## config.mk

```make
export PLATFORM = sky130hd
export DESIGN_NAME = window_dma_responder
export DESIGN_NICKNAME = d
export VERILOG_FILES = /design/src/rtl/cnn_dma_pkg.sv /design/src/rtl/dma_addr_gen.sv /design/src/rtl/window_dma_responder.sv
export SDC_FILE = /design/constraint.sdc
export NUM_CORES = 1
export LEC_CHECK = 0
export ABC_AREA = 1
export CORE_AREA = 3 3 371 373
export DETAILED_ROUTE_END_ITERATION = 7
export DIE_AREA = 0 0 374 376
export PLACE_DENSITY = 0.56
export SLEW_MARGIN = 25
export SYNTH_ARGS = -nofsm -noshare
export SYNTH_HDL_FRONTEND = slang
export SYNTH_HIERARCHICAL = 1
export SYNTH_SLANG_ARGS = --single-unit
export TNS_END_PERCENT = 50
```

## constraint.sdc

```tcl
create_clock -name clk -period 2.9 [get_ports clk]
set_clock_uncertainty 0.1 [all_clocks]
set_input_delay 0.435 -clock clk [delete_from_list [all_inputs] [get_ports clk]]
set_output_delay 0.435 -clock clk [all_outputs]
set_load 0.01 [all_outputs]
```

## src/rtl/cnn_dma_pkg.sv

```systemverilog
// Shared definitions for the CNN DMA responder: mode encodings, FSM states
// and default geometry.
package cnn_dma_pkg;

  localparam int WIN_DEF = 5;
  localparam int AW_DEF  = 16;
  localparam int DW_DEF  = 16;

  localparam logic [1:0] MODE_WIN  = 2'd0;
  localparam logic [1:0] MODE_WR   = 2'd1;
  localparam logic [1:0] MODE_FILT = 2'd2;
  localparam logic [1:0] MODE_BIAS = 2'd3;

  typedef enum logic [2:0] {
    IDLE,
    RD_WIN,
    WR_ONE,
    RD_FILT,
    RD_BIAS,
    DONE
  } state_e;

endpackage

```

## src/rtl/dma_addr_gen.sv

```systemverilog
// Address sequencer: walks a WIN x WIN window (row base += offset, column += 1)
// or a linear run of filter/bias words, and flags group and operation ends.
module dma_addr_gen
  import cnn_dma_pkg::*;
#(
  parameter int WIN = WIN_DEF,
  parameter int AW  = AW_DEF,
  localparam int SW = $clog2(WIN * WIN),
  localparam int CW = $clog2(WIN)
) (
  input  logic          clk,
  input  logic          rst_n,
  input  logic          init,
  input  logic          step,
  input  logic [1:0]    mode,
  input  logic [AW-1:0] start_address,
  input  logic [AW-1:0] offset,
  input  logic [15:0]   count,
  output logic [AW-1:0] addr,
  output logic [SW-1:0] slot,
  output logic [15:0]   grp,
  output logic          end_grp,
  output logic          last,
  output logic          empty
);

  logic [AW-1:0] addr_q, addr_d, row_base_q, row_base_d, offset_q, offset_d;
  logic [CW-1:0] col_q, col_d;
  logic [SW-1:0] slot_q, slot_d;
  logic [15:0]   grp_q, grp_d, count_q, count_d;
  logic [1:0]    mode_q, mode_d;
  logic          col_last, slot_last, grp_last;

  assign col_last  = (col_q == CW'(WIN - 1));
  assign slot_last = (slot_q == SW'(WIN * WIN - 1));
  assign grp_last  = (grp_q == count_q - 16'd1);

  // Next-position logic: load on init, advance one word per issued access.
  always_comb begin
    addr_d     = addr_q;
    row_base_d = row_base_q;
    offset_d   = offset_q;
    col_d      = col_q;
    slot_d     = slot_q;
    grp_d      = grp_q;
    count_d    = count_q;
    mode_d     = mode_q;
    if (init) begin
      addr_d     = start_address;
      row_base_d = start_address;
      offset_d   = offset;
      count_d    = count;
      mode_d     = mode;
      col_d      = '0;
      slot_d     = '0;
      grp_d      = '0;
    end else if (step) begin
      // Only window reads jump by the row stride; everything else is linear.
      if (mode_q == MODE_WIN && col_last) begin
        row_base_d = row_base_q + offset_q;
        addr_d     = row_base_q + offset_q;
      end else begin
        addr_d = addr_q + AW'(1);
      end
      col_d  = col_last ? '0 : col_q + CW'(1);
      slot_d = slot_last ? '0 : slot_q + SW'(1);
      if (mode_q == MODE_BIAS || slot_last) grp_d = grp_q + 16'd1;
    end
  end

  // Sequencer registers.
  always_ff @(posedge clk or negedge rst_n) begin
    if (!rst_n) begin
      addr_q     <= '0;
      row_base_q <= '0;
      offset_q   <= '0;
      col_q      <= '0;
      slot_q     <= '0;
      grp_q      <= '0;
      count_q    <= '0;
      mode_q     <= MODE_WIN;
    end else begin
      addr_q     <= addr_d;
      row_base_q <= row_base_d;
      offset_q   <= offset_d;
      col_q      <= col_d;
      slot_q     <= slot_d;
      grp_q      <= grp_d;
      count_q    <= count_d;
      mode_q     <= mode_d;
    end
  end

  assign addr    = addr_q;
  assign slot    = slot_q;
  assign grp     = grp_q;
  assign empty   = (count_q == 16'd0);
  assign end_grp = (mode_q == MODE_BIAS) || slot_last;
  assign last    = (mode_q == MODE_BIAS) ? grp_last :
                   (mode_q == MODE_FILT) ? (slot_last && grp_last) : slot_last;

endmodule

```

## src/rtl/window_dma_responder.sv

```systemverilog
// DMA responder for a CNN controller: window reads, single writes and
// filter/bias loads. Reads are issued back to back; each read's tag rides a
// two-stage pipeline so the returning word lands in the right slot.
// win_data / fb_filter are flat: word (r*WIN+c) sits at bits [(r*WIN+c)*DW +: DW].
module window_dma_responder
  import cnn_dma_pkg::*;
#(
  parameter int WIN = WIN_DEF,
  parameter int AW  = AW_DEF,
  parameter int DW  = DW_DEF
) (
  input  logic                  clk,
  input  logic                  reset,
  input  logic                  start,
  output logic                  finish,
  input  logic [AW-1:0]         start_address,
  input  logic [AW-1:0]         offset,
  input  logic [1:0]            mode,
  input  logic [15:0]           filter_number,
  input  logic [DW-1:0]         wr_data,
  output logic [WIN*WIN*DW-1:0] win_data,
  output logic                  mem_en,
  output logic                  mem_we,
  output logic [AW-1:0]         mem_addr,
  output logic [DW-1:0]         mem_wdata,
  input  logic [DW-1:0]         mem_rdata,
  output logic                  fb_write,
  output logic                  fb_bias_or_filter,
  output logic [15:0]           fb_index,
  output logic [WIN*WIN*DW-1:0] fb_filter,
  output logic [DW-1:0]         fb_bias
);

  localparam int SW = $clog2(WIN * WIN);

  typedef struct packed {
    logic          valid;
    logic [SW-1:0] slot;
    logic [15:0]   grp;
    logic          end_grp;
    logic          last;
  } tag_t;

  state_e                        state_q, state_d;
  logic                          finish_q, finish_d, issuing_q, issuing_d;
  logic [DW-1:0]                 wr_data_q, wr_data_d;
  logic                          mem_en_q, mem_en_d, mem_we_q, mem_we_d;
  logic [AW-1:0]                 mem_addr_q, mem_addr_d;
  logic [DW-1:0]                 mem_wdata_q, mem_wdata_d;
  logic                          fb_write_q, fb_write_d, fb_bof_q, fb_bof_d;
  logic [15:0]                   fb_index_q, fb_index_d;
  logic [DW-1:0]                 fb_bias_q, fb_bias_d;
  logic [WIN*WIN-1:0][DW-1:0]    win_q, win_d, filt_q, filt_d;
  tag_t                          p1_q, p1_d, p2_q, p2_d;

  logic                          gen_init, gen_step, gen_end, gen_last, gen_empty;
  logic [AW-1:0]                 gen_addr;
  logic [SW-1:0]                 gen_slot;
  logic [15:0]                   gen_grp;

  dma_addr_gen #(.WIN(WIN), .AW(AW)) u_addr_gen (
    .clk          (clk),
    .rst_n        (reset),
    .init         (gen_init),
    .step         (gen_step),
    .mode         (mode),
    .start_address(start_address),
    .offset       (offset),
    .count        (filter_number),
    .addr         (gen_addr),
    .slot         (gen_slot),
    .grp          (gen_grp),
    .end_grp      (gen_end),
    .last         (gen_last),
    .empty        (gen_empty)
  );

  // FSM next state, access issue and read-data capture.
  always_comb begin
    state_d     = state_q;
    finish_d    = finish_q;
    issuing_d   = issuing_q;
    wr_data_d   = wr_data_q;
    mem_en_d    = 1'b0;
    mem_we_d    = 1'b0;
    mem_addr_d  = mem_addr_q;
    mem_wdata_d = mem_wdata_q;
    fb_write_d  = 1'b0;
    fb_bof_d    = fb_bof_q;
    fb_index_d  = fb_index_q;
    fb_bias_d   = fb_bias_q;
    win_d       = win_q;
    filt_d      = filt_q;
    p1_d        = '0;
    p2_d        = p1_q;
    gen_init    = 1'b0;
    gen_step    = 1'b0;
    case (state_q)
      IDLE: begin
        if (start) begin
          gen_init  = 1'b1;
          wr_data_d = wr_data;
          issuing_d = 1'b1;
          case (mode)
            MODE_WIN:  state_d = RD_WIN;
            MODE_WR:   state_d = WR_ONE;
            MODE_FILT: state_d = RD_FILT;
            default:   state_d = RD_BIAS;
          endcase
        end
      end
      WR_ONE: begin
        if (issuing_q) begin
          mem_en_d    = 1'b1;
          mem_we_d    = 1'b1;
          mem_addr_d  = gen_addr;
          mem_wdata_d = wr_data_q;
          issuing_d   = 1'b0;
        end else begin
          state_d  = DONE;
          finish_d = 1'b1;
        end
      end
      RD_WIN, RD_FILT, RD_BIAS: begin
        if (issuing_q) begin
          // A zero-length filter/bias load completes without touching memory.
          if (state_q != RD_WIN && gen_empty) begin
            state_d   = DONE;
            finish_d  = 1'b1;
            issuing_d = 1'b0;
          end else begin
            mem_en_d   = 1'b1;
            mem_addr_d = gen_addr;
            gen_step   = 1'b1;
            p1_d       = '{valid: 1'b1, slot: gen_slot, grp: gen_grp,
                           end_grp: gen_end, last: gen_last};
            if (gen_last) issuing_d = 1'b0;
          end
        end
        if (p2_q.valid) begin
          if (state_q == RD_WIN) begin
            win_d[p2_q.slot] = mem_rdata;
          end else if (state_q == RD_FILT) begin
            filt_d[p2_q.slot] = mem_rdata;
            if (p2_q.end_grp) begin
              fb_write_d = 1'b1;
              fb_bof_d   = 1'b0;
              fb_index_d = p2_q.grp;
            end
          end else begin
            fb_bias_d  = mem_rdata;
            fb_write_d = 1'b1;
            fb_bof_d   = 1'b1;
            fb_index_d = p2_q.grp;
          end
          if (p2_q.last) begin
            state_d  = DONE;
            finish_d = 1'b1;
          end
        end
      end
      DONE: begin
        if (!start) begin
          state_d  = IDLE;
          finish_d = 1'b0;
        end
      end
      default: state_d = IDLE;
    endcase
  end

  // State and registered outputs; reset aborts any operation in flight.
  always_ff @(posedge clk or negedge reset) begin
    if (!reset) begin
      state_q     <= IDLE;
      finish_q    <= 1'b0;
      issuing_q   <= 1'b0;
      wr_data_q   <= '0;
      mem_en_q    <= 1'b0;
      mem_we_q    <= 1'b0;
      mem_addr_q  <= '0;
      mem_wdata_q <= '0;
      fb_write_q  <= 1'b0;
      fb_bof_q    <= 1'b0;
      fb_index_q  <= '0;
      fb_bias_q   <= '0;
      win_q       <= '0;
      filt_q      <= '0;
      p1_q        <= '0;
      p2_q        <= '0;
    end else begin
      state_q     <= state_d;
      finish_q    <= finish_d;
      issuing_q   <= issuing_d;
      wr_data_q   <= wr_data_d;
      mem_en_q    <= mem_en_d;
      mem_we_q    <= mem_we_d;
      mem_addr_q  <= mem_addr_d;
      mem_wdata_q <= mem_wdata_d;
      fb_write_q  <= fb_write_d;
      fb_bof_q    <= fb_bof_d;
      fb_index_q  <= fb_index_d;
      fb_bias_q   <= fb_bias_d;
      win_q       <= win_d;
      filt_q      <= filt_d;
      p1_q        <= p1_d;
      p2_q        <= p2_d;
    end
  end

  assign finish            = finish_q;
  assign mem_en            = mem_en_q;
  assign mem_we            = mem_we_q;
  assign mem_addr          = mem_addr_q;
  assign mem_wdata         = mem_wdata_q;
  assign fb_write          = fb_write_q;
  assign fb_bias_or_filter = fb_bof_q;
  assign fb_index          = fb_index_q;
  assign fb_bias           = fb_bias_q;
  assign win_data          = win_q;
  assign fb_filter         = filt_q;

endmodule

```

* Yosys cells after proc, flatten, opt, wreduce, memory -nomap -nowiden
Cells that the tools add are included.
Storage, ports and cells: word-level logic and storage cells 204, register bits 1027, output and inout port bits 869, input bits 85
Cells by class: muxes and demuxes 66, bitwise gates (word level) 2, $add $sub $neg 6, equality and inequality tests 20, magnitude comparators 2, reduce and logical (&&, ||, !) cells 28
Operator list (count):
- $bwmux W400 | 2
- $mux W16 | 15
- $demux W16 S5 | 1
- $mux W24 | 3
- $add A16 B1 Y16 const B | 2
- $pmux W16 S2 | 1
- $mux W3 | 10
- $mux W1 | 26
- $add A16 B16 Y16 | 1
- $eq A16 B16 Y1 | 1
- $logic_not A16 Y1 | 1
- $reduce_and A4 Y1 | 4
- $sub A16 B1 Y16 const B | 1
- $mux W5 | 3
- $ne A2 B2 Y1 const B | 7
- $pmux W3 S4 | 1
- $reduce_and A2 Y1 | 5
- $eq A3 B3 Y1 const B | 3
- $pmux W3 S3 | 1
- $reduce_and A3 Y1 | 3
- $reduce_bool A2 Y1 | 4
- $eq A2 B2 Y1 const B | 3
- $eq A3 B2 Y1 const B | 2
- $lt A5 B6 Y1 const B | 1
- other kinds (16) | 23

* Longest topological paths before layout
Gate-level depths: netlist of run 1.
word-level depth 9, gate-level depth with buffers 18, gate-level depth less buffers 17

* Hierarchy
The synthesis of run 1 kept the hierarchy.
Modules (own cells, without submodules):
- window_dma_responder | area each 33962.6 um^2, cells each 3239, seq. area each 23447.5 um^2, instances 1
- dma_addr_gen | area each 5894.4 um^2, cells each 828, seq. area each 2252.2 um^2, instances 1

* Least setup slack after synthesis of run 1
OpenSTA, ideal clock, no wires.
path type reg2reg, start point reg u_addr_gen.count_q[0], end point reg u_addr_gen.grp_q[4] (netlist: u_addr_gen/grp[4]), library setup time 0.104 ns, required time 2.696 ns, data arrival time 2.764 ns, stages on the path, launching flop included 17, path slack -0.068 ns, period minus slack after synthesis 2.968 ns, buffers on the path 2, cells stage by stage dfrtp_1 inv_1 ha_1 nand2_1 nor2_1 nand3_1 nor4_1 nand2_1 nand3_1 clkbuf_1 inv_1 nor2_2 a31oi_4 buf_6 inv_2 nor2_2 a221oi_1
On the way: cells in the longest elaborated chain, start to end 7
Ends and longest elaborated chain:
- from (decl) | RTL line dma_addr_gen.sv:30 | logic [15:0] grp_q, grp_d, count_q, count_d;
- from (signal assigned) | RTL line dma_addr_gen.sv:89 | count_q <= count_d;
- $logic_not A16 Y1 | RTL line dma_addr_gen.sv:97 | assign empty = (count_q == 16'd0);
- net gen_empty | RTL line window_dma_responder.sv:56 | logic gen_init, gen_step, gen_end, gen_last, gen_empty;
- $logic_and A1 B1 Y1 | RTL line window_dma_responder.sv:127 | if (state_q != RD_WIN && gen_empty) begin
- $mux W1 | RTL line window_dma_responder.sv:127
- $mux W1 | RTL line window_dma_responder.sv:125 | if (issuing_q) begin
- $mux W1 | RTL line window_dma_responder.sv:98 | case (state_q)
- net gen_step | RTL line window_dma_responder.sv:56
- $reduce_bool A2 Y1 (no source line)
- $reduce_and A2 Y1 (no source line)
- to (signal assigned) | RTL line dma_addr_gen.sv:88 | grp_q <= grp_d;
- to (decl) | RTL line dma_addr_gen.sv:30
The timed path passes the listed nets, and every way through them passes these cells. A chain may end at the register's enable or synchronous reset.

* Worst setup path after layout of run 1
start point reg u_addr_gen.count_q[0], end point reg u_addr_gen.addr_q[7] (netlist: u_addr_gen/addr[7])
On the way: cells in the longest elaborated chain, start to end 6
Ends and longest elaborated chain:
- $logic_not A16 Y1 | RTL line dma_addr_gen.sv:97
- net gen_empty | RTL line window_dma_responder.sv:56
- $logic_and A1 B1 Y1 | RTL line window_dma_responder.sv:127
- $mux W1 | RTL line window_dma_responder.sv:127
- $mux W1 | RTL line window_dma_responder.sv:125
- $mux W1 | RTL line window_dma_responder.sv:98
- net gen_step | RTL line window_dma_responder.sv:56
- $reduce_bool A2 Y1 (no source line)
- to (signal assigned) | RTL line dma_addr_gen.sv:83 | addr_q <= addr_d;
- to (decl) | RTL line dma_addr_gen.sv:27 | logic [AW-1:0] addr_q, addr_d, row_base_q, row_base_d, offset_q, offset_d;
The timed path passes the listed nets, and every way through them passes these cells.

==> metrics.txt, run 1 <==
drt first pass iters=6; vias=32.0k; ratio of cells with drive above 1 in the final layout=7.61%; Cell variety after synth=47; initial antenna violation count=18; Avg Vias per Cell=4.67; Die X=374 um; status=finished, final reports clean; worst hold margin=121 ps; r2r setup slk=120 ps; clk buf depth=3; Fin. Hold Viols=0; die height=376 um; GPL Wtd Cong=0.862; Post-synth EDFFs=0; Pint=0.0299 W; crit-path cells=inv_1 > ha_2 > nand2_2 > nor2_4 > nand3_4 > nor4_4 > buf_4 > nand2_1 > nand3_2 > inv_2 > nor2_4 > buf_12 > clkinvlp_4 > buf_4 > nor2_1 > a41oi_1; CP max-delay cell=dfrtp_1; Avg Synthesized Cell Area=9.80 um^2; io pins=954; final non-filler cell total=6841; worst path required time=3380 ps; CTS tree=done; Met2 Wirelength=74.0 mm; CP startpoint kind=register; cell total after placement=6621; leakage power=26.4 nW; NumNets Final=5077; Ys Warns=6; fraction of registers with async set or reset after synthesis=100%; crit path max fanout=6; crit path time final=2780 ps; Peak supply drop=0.540 mV; Worst setup EP type=register; initial cell density of the core=29.5%; Reg clk slew, reported paths=60 ps; highest clock rate=360 MHz; DRT antenna net count=0; Seq/Total Area, Yosys=64.5%; Design Area, Final=55200 um^2; Worst Path Buf+Inv=6; Rows=135; top_reg_cell synth=dfrtp_1; Max-cap violations=0; Sw Ratio=32.9%; Synth top area share=64.5%; Top Family by Delay on Critical Path=simple AND/OR/NAND/NOR gates; Syn Std Cell Area=39900 um^2; core area=135000 um^2; Final Util=40.9%; DR iter-0 viols=2613; Area contributors post-synth=dfrtp_1, nand2_1, o21ai_0; Mapped Cells=4067; drt drc=0; M1 WL=65.0 mm; critical path class=register to register; Final Max Tran Viols=0; Syn Nets=4178; H-tree level count=3; hpwl dp=107 mm; die area=141000 um^2; CTS Buf Count=112; vias in the first global route=31.3k; DR top layer=met5; slowest stage delay, CP=390 ps; Post-Place Cell Area=51300 um^2; Final setup viols=0; area delta synth->final=38.6%; metal3 WL=10.5 mm; period utilization=95.7%; Total GRT Usage=21.5%; sequential share of power=40.5%; Clock power frac=32.7%; slew at the pin with the worst max-slew slack=774 ps; wire per inst=22.7 um; PwrDens=806 nW/um^2; WL final=156 mm; Synth area leader=dfrtp_1; global-route wire length before repair=225 mm; pin count of the biggest net entering global routing=102; clk sink count=1027; worst hold path type=input pin to async pin; root buffer cell=clkbuf_16; CP Data Arrival Time=3250 ps; Sw Pwr=0.0146 W; Post-synth top cells=nand2_1, dfrtp_1, o21ai_0, clkbuf_1, inv_1; flop and latch count out of synthesis=1027; combinational group share of total power=26.8%; most frequently used cell type in the post-synthesis netlist=nand2_1; Slew HR=48.2%; GRT overflow=0; clock latency on the worst-skew pair=730 ps; fill cell count=13.3k; Port Buffers=953
## state kept, by name (all words and copies together), names as in the netlist
name	cells
fb_bias	16
u_addr_gen/addr	16
u_addr_gen/row_base_q	16
u_addr_gen/grp	16
state_q	3
mem_addr	16
p1_q	24
mem_wdata	16
fb_index	16
u_addr_gen/slot	5
mem_we	1
issuing_q	1
fb_write	1
win_data	400
wr_data_q	16
mem_en	1
fb_filter	400
u_addr_gen/offset_q	16
finish	1
u_addr_gen/mode_q	2
u_addr_gen/count_q	16
fb_bias_or_filter	1
u_addr_gen/col_q	3
p2_q	24
## layer usage
layer | up-vias | global-route usage (%)
met3 | 252 | 4.99
met5 | - | 0
met1 | 15622 | 27.4
met2 | 1102 | 35.6
met4 | 12 | 8.43
li1 | 14991 | -
## cells by family (layout without fill, tap and decap cells)
logic type	count (synthesis)	count (layout)	share of synthesized area, %
other cells	0	3	0
flops	1027	1027	64.5
compound gates	970	970	12.5
xor+xnor	25	25	0.549
simple gates	1584	1585	16.4
fa+ha+maj	26	26	0.835
buf+inv	435	1424	5.27
## final timing paths
kind,startpoint,endpoint,depth (start not counted)
setup reg to reg,u_addr_gen/count_q[0],u_addr_gen/addr[7],16
hold / removal,reset,win_data[304],2
max in group asynchronous,reset,u_addr_gen/offset_q[6],3
setup / recovery,u_addr_gen/count_q[0],u_addr_gen/addr[7],16
hold reg to reg,p1_q[20],p2_q[20],0
min in group clk,wr_data[0],wr_data_q[0],3
## what timing repair did
item	in CTS	in global routing
endpoints found under the setup margin	37	39
pin swaps	0	4
gates cloned	1	1
hold buffers	1	0
gates resized for setup	5	13
buffers inserted	2	7
hold endpoints to repair	46	0
## metrics by stage
stage | setup TNS, ps | setup WS [ps] | power (W)
6_report | 0 | 125 | 0.0445
5_1_grt | -0.526 | -0.526 | 0.0468
3_5_place_dp | -6100 | -333 | 0.0300
3_3_place_gp | -5520 | -277 | 0.0299
4_1_cts | -1.54 | -1.36 | 0.0448
2_1_floorplan | 0 | 125 | 0.0237
## placed cells by master (no fill, tap or decap), drive strengths merged, types with 2 or more instances in the layout
cell | Yosys | routed
nor2 | 155 | 156
o221ai | 2 | 2
dfrtp | 1027 | 1027
nor3 | 21 | 21
nand4 | 7 | 7
a21o | 3 | 3
diode | 0 | 3
nand3b | 3 | 3
a31oi | 16 | 16
o211ai | 3 | 3
bufinv | 0 | 3
a21oi | 39 | 39
ha | 25 | 25
clkinv | 2 | 22
clkinvlp | 0 | 4
xnor2 | 7 | 7
buf | 112 | 105
o21bai | 2 | 2
clkdlybuf4s50 | 0 | 952
inv | 158 | 156
xor2 | 18 | 18
nand2 | 1301 | 1301
nor4 | 4 | 4
or2 | 2 | 2
nand3 | 91 | 91
o21ai | 895 | 895
a21boi | 4 | 4
clkbuf | 163 | 181
## power groups by stage
stage	clock network, W	logic, W	registers (W)
2_1_floorplan	0	0.00522	0.0185
3_3_place_gp	0	0.0117	0.0182
3_5_place_dp	0	0.0117	0.0182
4_1_cts	0.0149	0.0118	0.0180
5_1_grt	0.0155	0.0130	0.0183
6_report	0.0146	0.0119	0.0180
## cell type report
class	count	area [um^2]	area share [%]
Timing Repair Buffer	1058	10700	19.5
Sequential cell	1027	25700	46.5
Tap cell	1781	2230	4.03
Multi-Input combinational cell	2606	12100	22.0
Clock buffer	181	3440	6.23
Antenna cell	3	7.51	0.0136
Clock inverter	24	352	0.637
Timing Repair inverter	1	7.51	0.0136
Inverter	160	611	1.11
No activity file was read; power rests on OpenSTA's default activity.
==> run 2, diff against run 1 <==
--- a/config.mk
+++ b/config.mk
@@ -7,9 +7,11 @@
 export LEC_CHECK = 0
 export ABC_AREA = 1
 export CORE_AREA = 3 3 371 373
+export CTS_CLUSTER_SIZE = 10
 export DETAILED_ROUTE_END_ITERATION = 7
 export DIE_AREA = 0 0 374 376
 export PLACE_DENSITY = 0.56
+export REMOVE_ABC_BUFFERS = 1
 export SLEW_MARGIN = 25
 export SYNTH_ARGS = -nofsm -noshare
 export SYNTH_HDL_FRONTEND = slang
==> run 2 against run 1 <==
Against the previous run:
- hold slack better by 10 ps
- routed wire length up 1.0%
- largest power group unchanged
- sequential cell count unchanged
- sequential power about the same
- via count is 0.23% higher
==> metrics.txt, run 2 (same netlist as run 1, synthesis figures left out) <==
status=finished, final reports clean (unchanged); ratio of cells with drive above 1 in the final layout=6.64% (was 7.61%); Final Max Tran Viols=0 (unchanged); highest clock rate=377 MHz (was 360 MHz); Reg clk slew, reported paths=50 ps (was 60 ps); hpwl dp=109 mm (was 107 mm); die area=141000 um^2 (unchanged); root buffer cell=clkbuf_16 (unchanged); Hold Path Origin=wr_data[15]; hold path cells=3; Clock power frac=31.3% (was 32.7%); initial cell density of the core=29.5% (unchanged); most frequent cells in the layout=nand2_1, dfrtp_1, clkdlybuf4s50_1, o21ai_0, o21ai_1 (unchanged); worst hold path type=input pin to register (was input pin to async pin); clk buf depth=3 (unchanged); Max-cap violations=0 (unchanged); crit-path cells=inv_1 > ha_1 > nand2_2 > nor2_2 > nand3_2 > nor4_4 > nand2_1 > nand3_2 > inv_2 > nor2_4 > a31oi_4 > nand3_4 > nor3_4 > nand3_2 > nor2_1 > nor2_1 > nor2_1 (was inv_1 > ha_2 > nand2_2 > nor2_4 > nand3_4 > nor4_4 > buf_4 > nand2_1 > nand3_2 > inv_2 > nor2_4 > buf_12 > clkinvlp_4 > buf_4 > nor2_1 > a41oi_1); Rows=135 (unchanged); drt drc=0 (unchanged); NumNets Final=5066 (was 5077); critical path class=register to register (unchanged); CTS Buf Count=118 (was 112); vias in the first global route=31.2k (was 31.3k); crit path max fanout=8 (was 6); combinational group share of total power=27.0% (was 26.8%); die height=376 um (unchanged); Avg Vias per Cell=4.73 (was 4.67); crit path time final=2650 ps (was 2780 ps); RR Endpoint=u_addr_gen/grp[11] (was u_addr_gen/addr[7]); slew at the pin with the worst max-slew slack=738 ps (was 774 ps); fill cell count=13.3k (about the same); GPL Wtd Cong=0.876 (was 0.862); Slew HR=50.8% (was 48.2%); Fin. Hold Viols=0 (unchanged); clock latency on the worst-skew pair=740 ps (was 730 ps); Final setup viols=0 (unchanged); CTS tree=done (unchanged); multi-input logic area=12100 um^2 (about the same); r2r setup slk=250 ps (was 120 ps); Die X=374 um (unchanged); cell total after placement=6609 (was 6621); CP Data Arrival Time=3220 ps (was 3250 ps); hold endpoint=wr_data_q[15]; slowest stage delay, CP=370 ps (was 390 ps); Pint=0.0289 W (was 0.0299 W); PwrDens=790 nW/um^2 (was 806 nW/um^2); DR iter-0 viols=2628 (was 2613); worst-case reg-to-reg path depth=17 (was 16); Register Area=25700 um^2 (unchanged); worst hold margin=131 ps (was 121 ps); Port Buffers=953 (unchanged); core area=135000 um^2 (unchanged); pin count of the biggest net entering global routing=101 (was 102); CP max-delay cell=a31oi_4 (was dfrtp_1); vias=32.1k (was 32.0k); drt first pass iters=6 (unchanged); period utilization=91.5% (was 95.7%); area delta synth->final=37.1% (was 38.6%); Design Area, Final=54700 um^2 (was 55200 um^2); worst reg2reg startpoint=u_addr_gen/count_q[0] (unchanged); global-route wire length before repair=228 mm (was 225 mm); RSZ-0062 raised after global routing=false; H-tree level count=3 (unchanged); wire per inst=23.2 um (was 22.7 um); final non-filler cell total=6772 (was 6841); initial antenna violation count=8 (was 18); worst path required time=3470 ps (was 3380 ps); WL final=157 mm (was 156 mm); Peak supply drop=0.602 mV (was 0.540 mV); Worst setup EP type=register (unchanged); Post-Place Cell Area=51200 um^2 (was 51300 um^2); Sw Pwr=0.0142 W (was 0.0146 W); Sw Ratio=33.0% (was 32.9%); sequential share of power=41.7% (was 40.5%); leakage power=26.2 nW (was 26.4 nW); commonest non-fill, non-tap cell in the layout=nand2_1 (unchanged); Total GRT Usage=21.8% (was 21.5%); clk sink count=1027 (unchanged); GRT overflow=0 (unchanged); CP startpoint kind=register (unchanged); DRT antenna net count=0 (unchanged); io pins=954 (unchanged)
## run 2: cell types whose count changed in the layout (fill, tap and decap cells not counted), sizes merged
cell	previous run	this run
nor2	156	155
buf	105	89
clkinvlp	4	3
clkbuf	181	139
inv	156	155
bufinv	3	1
clkinv	22	16
## run 2: how the worst max path moves through the flow
stage / startpoint / endpoint / depth (start not counted)
6_report: u_addr_gen/count_q[0] / u_addr_gen/grp[11] / 17
5_1_grt: u_addr_gen/count_q[0] / u_addr_gen/grp[11] / 17
4_1_cts: u_addr_gen/count_q[0] / u_addr_gen/row_base_q[14] / 15
3_5_place_dp: u_addr_gen/count_q[0] / mem_addr[11] / 12
3_3_place_gp: u_addr_gen/count_q[0] / mem_addr[13] / 12
2_1_floorplan: state_q[1] / u_addr_gen/grp[11] / 13
## run 2: power by group through the flow
| stage | Sequential [W] | Combinational [W] | Clock (W) |
|---|---|---|---|
| detailed placement | 0.0182 | 0.0116 | 0 |
| global placement | 0.0182 | 0.0115 | 0 |
| global route | 0.0183 | 0.0129 | 0.0144 |
| CTS | 0.0180 | 0.0117 | 0.0138 |
| finish | 0.0180 | 0.0117 | 0.0135 |
| floorplan | 0.0185 | 0.00500 | 0 |
## run 2: layout make-up
cell class	instances	area share, %
Inverter	160	1.12
Multi-Input combinational cell	2605	22.2
Antenna cell	3	0.0137
Timing Repair Buffer	1042	19.5
Clock buffer	139	5.70
Tap cell	1781	4.08
Timing Repair inverter	1	0.00916
Sequential cell	1027	47.0
Clock inverter	14	0.456
## run 2: worst max-delay path, delay by kind of cell, from the launching register on
kind	cells	cell delay [ps]
buffers and inverters	2	200
adder cells (fa/ha/maj)	1	240
AO/OA/AOI/OAI	1	370
AND/OR/NAND/NOR	13	1320
flip-flops	1	350
## run 2: what timing repair did
item | 4_1_cts | 5_1_grt
resized for setup | 2 | 14
endpoints found under the setup margin | 28 | 47
pin swaps | 0 | 4
hold buffers | 1 | 0
gates cloned | 0 | 2
endpoints found under the hold margin | 197 | 0
buffers inserted | 0 | 4
## run 2: through the flow
stage | total power [W] | setup WS [ps] | utilization (%) | TNS [ps]
final | 0.0432 | 247 | 40.5 | 0
after global routing | 0.0456 | 6.26 | 40.5 | 0
after CTS | 0.0435 | 73.9 | 40.4 | 0
after detailed placement | 0.0298 | -50.8 | 37.9 | -305
after global placement | 0.0297 | 32.8 | 37.9 | 0
after floorplan | 0.0235 | -1830 | - | -116660
## run 2: per-layer routing
metal	vias up	global-route usage [%]	share of wire [%]
met5	-	0	0.039
met4	8	6.36	2.6
met3	203	5.83	7.5
met2	1156	36.6	48
met1	15756	27.5	42
li1	14930	-	-
==> run 3, diff against run 2 <==
--- a/config.mk
+++ b/config.mk
@@ -6,6 +6,7 @@
 export NUM_CORES = 1
 export LEC_CHECK = 0
 export ABC_AREA = 1
+export ABC_CLOCK_PERIOD_IN_PS = 2900
 export CORE_AREA = 3 3 371 373
 export CTS_CLUSTER_SIZE = 10
 export DETAILED_ROUTE_END_ITERATION = 7
==> results of run 3 <==
Final layout, timing and power as in run 2 (identical DEF).
